## src/rtl/keyboard_sync_filter_pkg.sv

```systemverilog
// Shared limits and helpers for the keyboard-side input conditioning blocks.
package keyboard_pkg;

    localparam int KBD_SYNC_STAGES_MIN = 2;
    localparam int KBD_SYNC_STAGES_MAX = 4;
    localparam int KBD_FILTER_MAX      = 255;

    // Stability counter width: enough to count to P_FILTER-1, never below one bit.
    function automatic int kbd_cnt_width(input int filter);
        int w;
        w = $clog2(filter);
        return (w < 1) ? 1 : w;
    endfunction

endpackage

```

## src/rtl/keyboard_sync_filter_ch.sv

```systemverilog
// One conditioned channel: synchronizer chain, sample-gated stability filter,
// registered filtered level and registered rise/fall strobes.
module keyboard_sync_filter_ch
    import keyboard_pkg::*;
#(
    parameter int   P_STAGES = 2,
    parameter int   P_FILTER = 4,
    parameter logic P_INIT   = 1'b1
) (
    input  logic iCLOCK,
    input  logic iRESET,
    input  logic iRESET_SYNC,
    input  logic iSAMPLE_EN,
    input  logic iDATA,
    output logic oDATA,
    output logic oRISE,
    output logic oFALL
);

    localparam int               CNT_W    = kbd_cnt_width(P_FILTER);
    localparam logic [CNT_W-1:0] CNT_LAST = CNT_W'(P_FILTER - 1);

    logic [P_STAGES-1:0] sync_r;
    logic                sync_s;
    logic [CNT_W-1:0]    cnt_r;
    logic [CNT_W-1:0]    cnt_s;
    logic                level_r;
    logic                level_s;
    logic                rise_r;
    logic                rise_s;
    logic                fall_r;
    logic                fall_s;

    assign sync_s = sync_r[P_STAGES-1];

    // Filter next state: a change is accepted only after P_FILTER consecutive differing samples.
    always_comb begin
        cnt_s   = cnt_r;
        level_s = level_r;
        rise_s  = 1'b0;
        fall_s  = 1'b0;
        if (iSAMPLE_EN) begin
            if (sync_s == level_r) begin
                cnt_s = {CNT_W{1'b0}};
            end else if (cnt_r == CNT_LAST) begin
                cnt_s   = {CNT_W{1'b0}};
                level_s = sync_s;
                rise_s  = sync_s;
                fall_s  = ~sync_s;
            end else begin
                cnt_s = cnt_r + CNT_W'(1);
            end
        end else begin
            cnt_s   = cnt_r;
            level_s = level_r;
        end
    end

    // State registers; both resets return to the idle level without strobing.
    always_ff @(posedge iCLOCK or posedge iRESET) begin
        if (iRESET) begin
            sync_r  <= {P_STAGES{P_INIT}};
            cnt_r   <= {CNT_W{1'b0}};
            level_r <= P_INIT;
            rise_r  <= 1'b0;
            fall_r  <= 1'b0;
        end else if (iRESET_SYNC) begin
            sync_r  <= {P_STAGES{P_INIT}};
            cnt_r   <= {CNT_W{1'b0}};
            level_r <= P_INIT;
            rise_r  <= 1'b0;
            fall_r  <= 1'b0;
        end else begin
            sync_r  <= {sync_r[P_STAGES-2:0], iDATA};
            cnt_r   <= cnt_s;
            level_r <= level_s;
            rise_r  <= rise_s;
            fall_r  <= fall_s;
        end
    end

    assign oDATA = level_r;
    assign oRISE = rise_r;
    assign oFALL = fall_r;

endmodule

```

## src/rtl/keyboard_sync_filter.sv

```systemverilog
// Multi-channel conditioner for asynchronous keyboard-side pins (e.g. PS/2 clock/data):
// independent synchronize-then-filter channels with per-channel edge strobes.
module keyboard_sync_filter
    import keyboard_pkg::*;
#(
    parameter int             P_N      = 2,
    parameter int             P_STAGES = 2,
    parameter int             P_FILTER = 4,
    parameter logic [P_N-1:0] P_INIT   = {P_N{1'b1}}
) (
    input  logic           iCLOCK,
    input  logic           iRESET,
    input  logic           iRESET_SYNC,
    input  logic           iSAMPLE_EN,
    input  logic [P_N-1:0] iDATA,
    output logic [P_N-1:0] oDATA,
    output logic [P_N-1:0] oRISE,
    output logic [P_N-1:0] oFALL
);

    if ((P_STAGES < KBD_SYNC_STAGES_MIN) || (P_STAGES > KBD_SYNC_STAGES_MAX)) begin : g_bad_stages
        $error("keyboard_sync_filter: P_STAGES=%0d outside %0d..%0d",
               P_STAGES, KBD_SYNC_STAGES_MIN, KBD_SYNC_STAGES_MAX);
    end

    if ((P_FILTER < 1) || (P_FILTER > KBD_FILTER_MAX)) begin : g_bad_filter
        $error("keyboard_sync_filter: P_FILTER=%0d outside 1..%0d", P_FILTER, KBD_FILTER_MAX);
    end

    for (genvar i = 0; i < P_N; i++) begin : g_ch
        keyboard_sync_filter_ch #(
            .P_STAGES (P_STAGES),
            .P_FILTER (P_FILTER),
            .P_INIT   (P_INIT[i])
        ) u_ch (
            .iCLOCK      (iCLOCK),
            .iRESET      (iRESET),
            .iRESET_SYNC (iRESET_SYNC),
            .iSAMPLE_EN  (iSAMPLE_EN),
            .iDATA       (iDATA[i]),
            .oDATA       (oDATA[i]),
            .oRISE       (oRISE[i]),
            .oFALL       (oFALL[i])
        );
    end

endmodule

```

## config.mk

```make
export PLATFORM = sky130hd
export DESIGN_NAME = keyboard_sync_filter
export DESIGN_NICKNAME = d
export VERILOG_FILES = /design/src/rtl/keyboard_sync_filter_pkg.sv /design/src/rtl/keyboard_sync_filter_ch.sv /design/src/rtl/keyboard_sync_filter.sv
export SDC_FILE = /design/constraint.sdc
export NUM_CORES = 1
export LEC_CHECK = 0
export CORE_UTILIZATION = 35
export CTS_CLUSTER_SIZE = 25
export DETAILED_ROUTE_END_ITERATION = 10
export GPL_TIMING_DRIVEN = 0
export PLACE_DENSITY = 0.55
export SYNTH_ARGS = -nofsm -noshare
export SYNTH_HDL_FRONTEND = slang
export SYNTH_SLANG_ARGS = --single-unit
```

## constraint.sdc

```tcl
create_clock -name iCLOCK -period 3.3 [get_ports iCLOCK]
set_input_delay 0.825 -clock iCLOCK [delete_from_list [all_inputs] [get_ports iCLOCK]]
set_output_delay 0.825 -clock iCLOCK [all_outputs]
set_load 0.01 [all_outputs]
```

==> flow_summary.ini <==
[sta]
final.period_utilization_pct = 70.10
worst_pin_slew_ns = 0.5375
report.final.hold_viol_count = 0
rsz0062_at_grt = false
fin_crit_ns = 2.313
finalMaxSlewViolations = 0
finalSetupTns_ns = 0
fmax_mhz = 432.3
fin_skew_ns = 0.004966
slew_headroom_pct = 64.13
setup_viol = 0

[clock_tree]
clk_pin_slew_ns = 0.09
cts_buffer_depth = 2
cts_resized = 0
htreeDepth = 1
clkLatencyLatePin_ns = 0.29
cts_tree = done
clockRootBuffer = clkbuf_4
cts_num_sinks = 14
cts_hold_buf = 0
cts_setup_buffers = 0
cts_made_buffers = 3

[finish]
multi_input_area_sq_um = 236.5
nNetsFinal = 76
fill_cells = 170
drive_gt1_share_pct = 35.82
fin_util_pct = 48.17
regArea_sq_um = 357.8
antenna_cells = 0
syn_to_final_growth_pct = 26.79
layoutNonFillerInstCount = 92
fin_area_sq_um = 840.8

[critical_path]
crit_chain = buf_4 -> clkdlybuf4s50_1
cp-end-kind = primary output
cpPeakStageDelay_ns = 0.58
crit_type = flip-flop to primary output
worstPathArrival_ns = 1.49
cp_max_fo = 5
start_kind = flip-flop
cp_slowest_cell = dfstp_2
cp.required_ns = 2.47

[global_routing]
grt_overflow_total = 0
grt_usage_pct = 13.36
grt_max_degree = 15
grt_pass1_vias = 419
antenna_found_initial = 0
grt_pass1_wl_um = 1863

[job]
drv_cap = 0

[yosys]
ys_ff_latch = 14
synth_area_sq_um = 663.1
synthesis.instances = 52
seq_area_frac_synth_pct = 53.96
ys.warnings.count = 0
syn-num-nets = 60
synth.avg_cell_area_sq_um = 12.75
synth.distinct_cells = 17

[placed_design]
hpwl_um = 762.8
place_area_sq_um = 804.5
gp_congestion = 0.6625
port_buffers = 11
dp.cells = 88

[routing]
avgRoutedWirePerCell_um = 11.91
drt_iter0_drc = 4
vias = 419
first_pass_iters = 2
drc_errors = 0
ant_nets = 0
vias_per_cell = 4.554
wl_um = 1096

[worst_hold_path]
hold_path_class = flip-flop to flip-flop

[floorplan]
die_height_um = 45.53
core-area_sq_um = 1745
pin_count = 12
start_util_pct = 37.99
dieWidth_um = 45.53
fp.dieArea_sq_um = 2073
fp-row-count = 15

[outcome]
status = finished clean

[power_and_ir_drop]
irDropWorstVdd_mv = 0.1499
p_leak_nw = 0.3497
p_per_area_nw_per_um2 = 389.9
[cell type report]
cell class              count  area share, %
inverters                   3          1.339
well taps                  25          3.720
repair buffers             11          13.10
multi-input cells          27          28.13
flip-flops and latches     14          42.56
plain buffers               8          6.845
clock buffers               4          4.315
[where the power goes]
group / internal, W / leakage (nW) / switching [W]
Sequential: 0.000176 / 0.175 / 0.00000184
Combinational: 0.0000117 / 0.154 / 0.0000116
Clock: 0.0000672 / 0.0210 / 0.0000592
[registers in the layout, indices dropped and copies added, names as in the netlist]
signal / cells
g_ch.u_ch.sync_r: 4
g_ch.u_ch.oDATA: 2
g_ch.u_ch.oRISE: 2
g_ch.u_ch.cnt_r: 4
g_ch.u_ch.oFALL: 2
[stage by stage]
step                      setup WS, ns  hold slack, ns  power [W]
after floorplan                  1.783          0.4601  0.0001944
after global placement           1.228          0.4826  0.0002048
after global routing            0.9201          0.5221  0.0003436
after CTS                       0.9734          0.5074  0.0003326
final                           0.9866          0.5054  0.0003278
after detailed placement         1.207          0.4873  0.0002050
[critical path, delay by kind of cell, from the launching register on]
family	cells	cell delay (ns)
buffers and inverters	2	0.62
flip-flops	1	0.58
[synth_stat cells (all sizes together)]
cell,n,area [sq um]
buf,8,57.55
dfrtp,8,200.2
dfstp,6,157.7
nand3b,4,30.03
nor3b,4,30.03
or2,4,25.02
inv,3,11.26
a21boi,2,15.02
a311o,2,20.02
ha,2,25.02
o2bb2ai,2,17.52
o32ai,2,32.53
or4b,2,20.02
xnor2,2,17.52
nor2,1,3.750
[cell families (layout without fill, tap and decap cells)]
logic type      after synthesis  in the layout  share of synthesized area [%]
compound gates                8              8                          12.83
xor+xnor                      2              2                          2.642
fa+ha+maj                     2              2                          3.773
buf+inv                      11             26                          10.38
flops                        14             14                          53.96
simple gates                 15             15                          16.41
[cells in the final DEF, fill, tap and decap left out, drive strengths merged]
cell type	count
a21boi	2
a311o	2
buf	8
clkbuf	4
clkdlybuf4s50	11
dfrtp	8
dfstp	6
ha	2
inv	3
nand3b	4
nor2	1
nor3b	4
o2bb2ai	2
o32ai	2
or2	4
or4b	2
xnor2	2
[final timing paths]
check | slack, ns | depth (start not counted) | to | start
worst max-delay path | 0.99 | 2 | oDATA[0] | g_ch[0].u_ch.oDATA$_DFFE_PP1P_
worst min-delay path | 0.51 | 1 | g_ch[0].u_ch.cnt_r[1]$_DFFE_PP0P_ | g_ch[0].u_ch.cnt_r[1]$_DFFE_PP0P_
worst max register to register | 1.94 | 3 | g_ch[0].u_ch.cnt_r[0]$_DFFE_PP0P_ | g_ch[0].u_ch.cnt_r[0]$_DFFE_PP0P_
worst min register to register | 0.51 | 1 | g_ch[0].u_ch.cnt_r[1]$_DFFE_PP0P_ | g_ch[0].u_ch.cnt_r[1]$_DFFE_PP0P_
max in group asynchronous | 2.06 | 2 | g_ch[1].u_ch.sync_r[0]$_DFF_PP1_ | iRESET
min in group asynchronous | 0.87 | 2 | g_ch[0].u_ch.oFALL$_DFF_PP0_ | iRESET
[layer usage]
layer | GRT usage (%) | part of all wire (%) | up-vias
met3 | 3.571 | 3.6 | 5
li1 | - | - | 209
met5 | 0 | 0 | -
met1 | 15.88 | 48 | 193
met2 | 20.00 | 45 | 12
met4 | 10.91 | 3.1 | 0
Power figures use the tool's default switching activity.
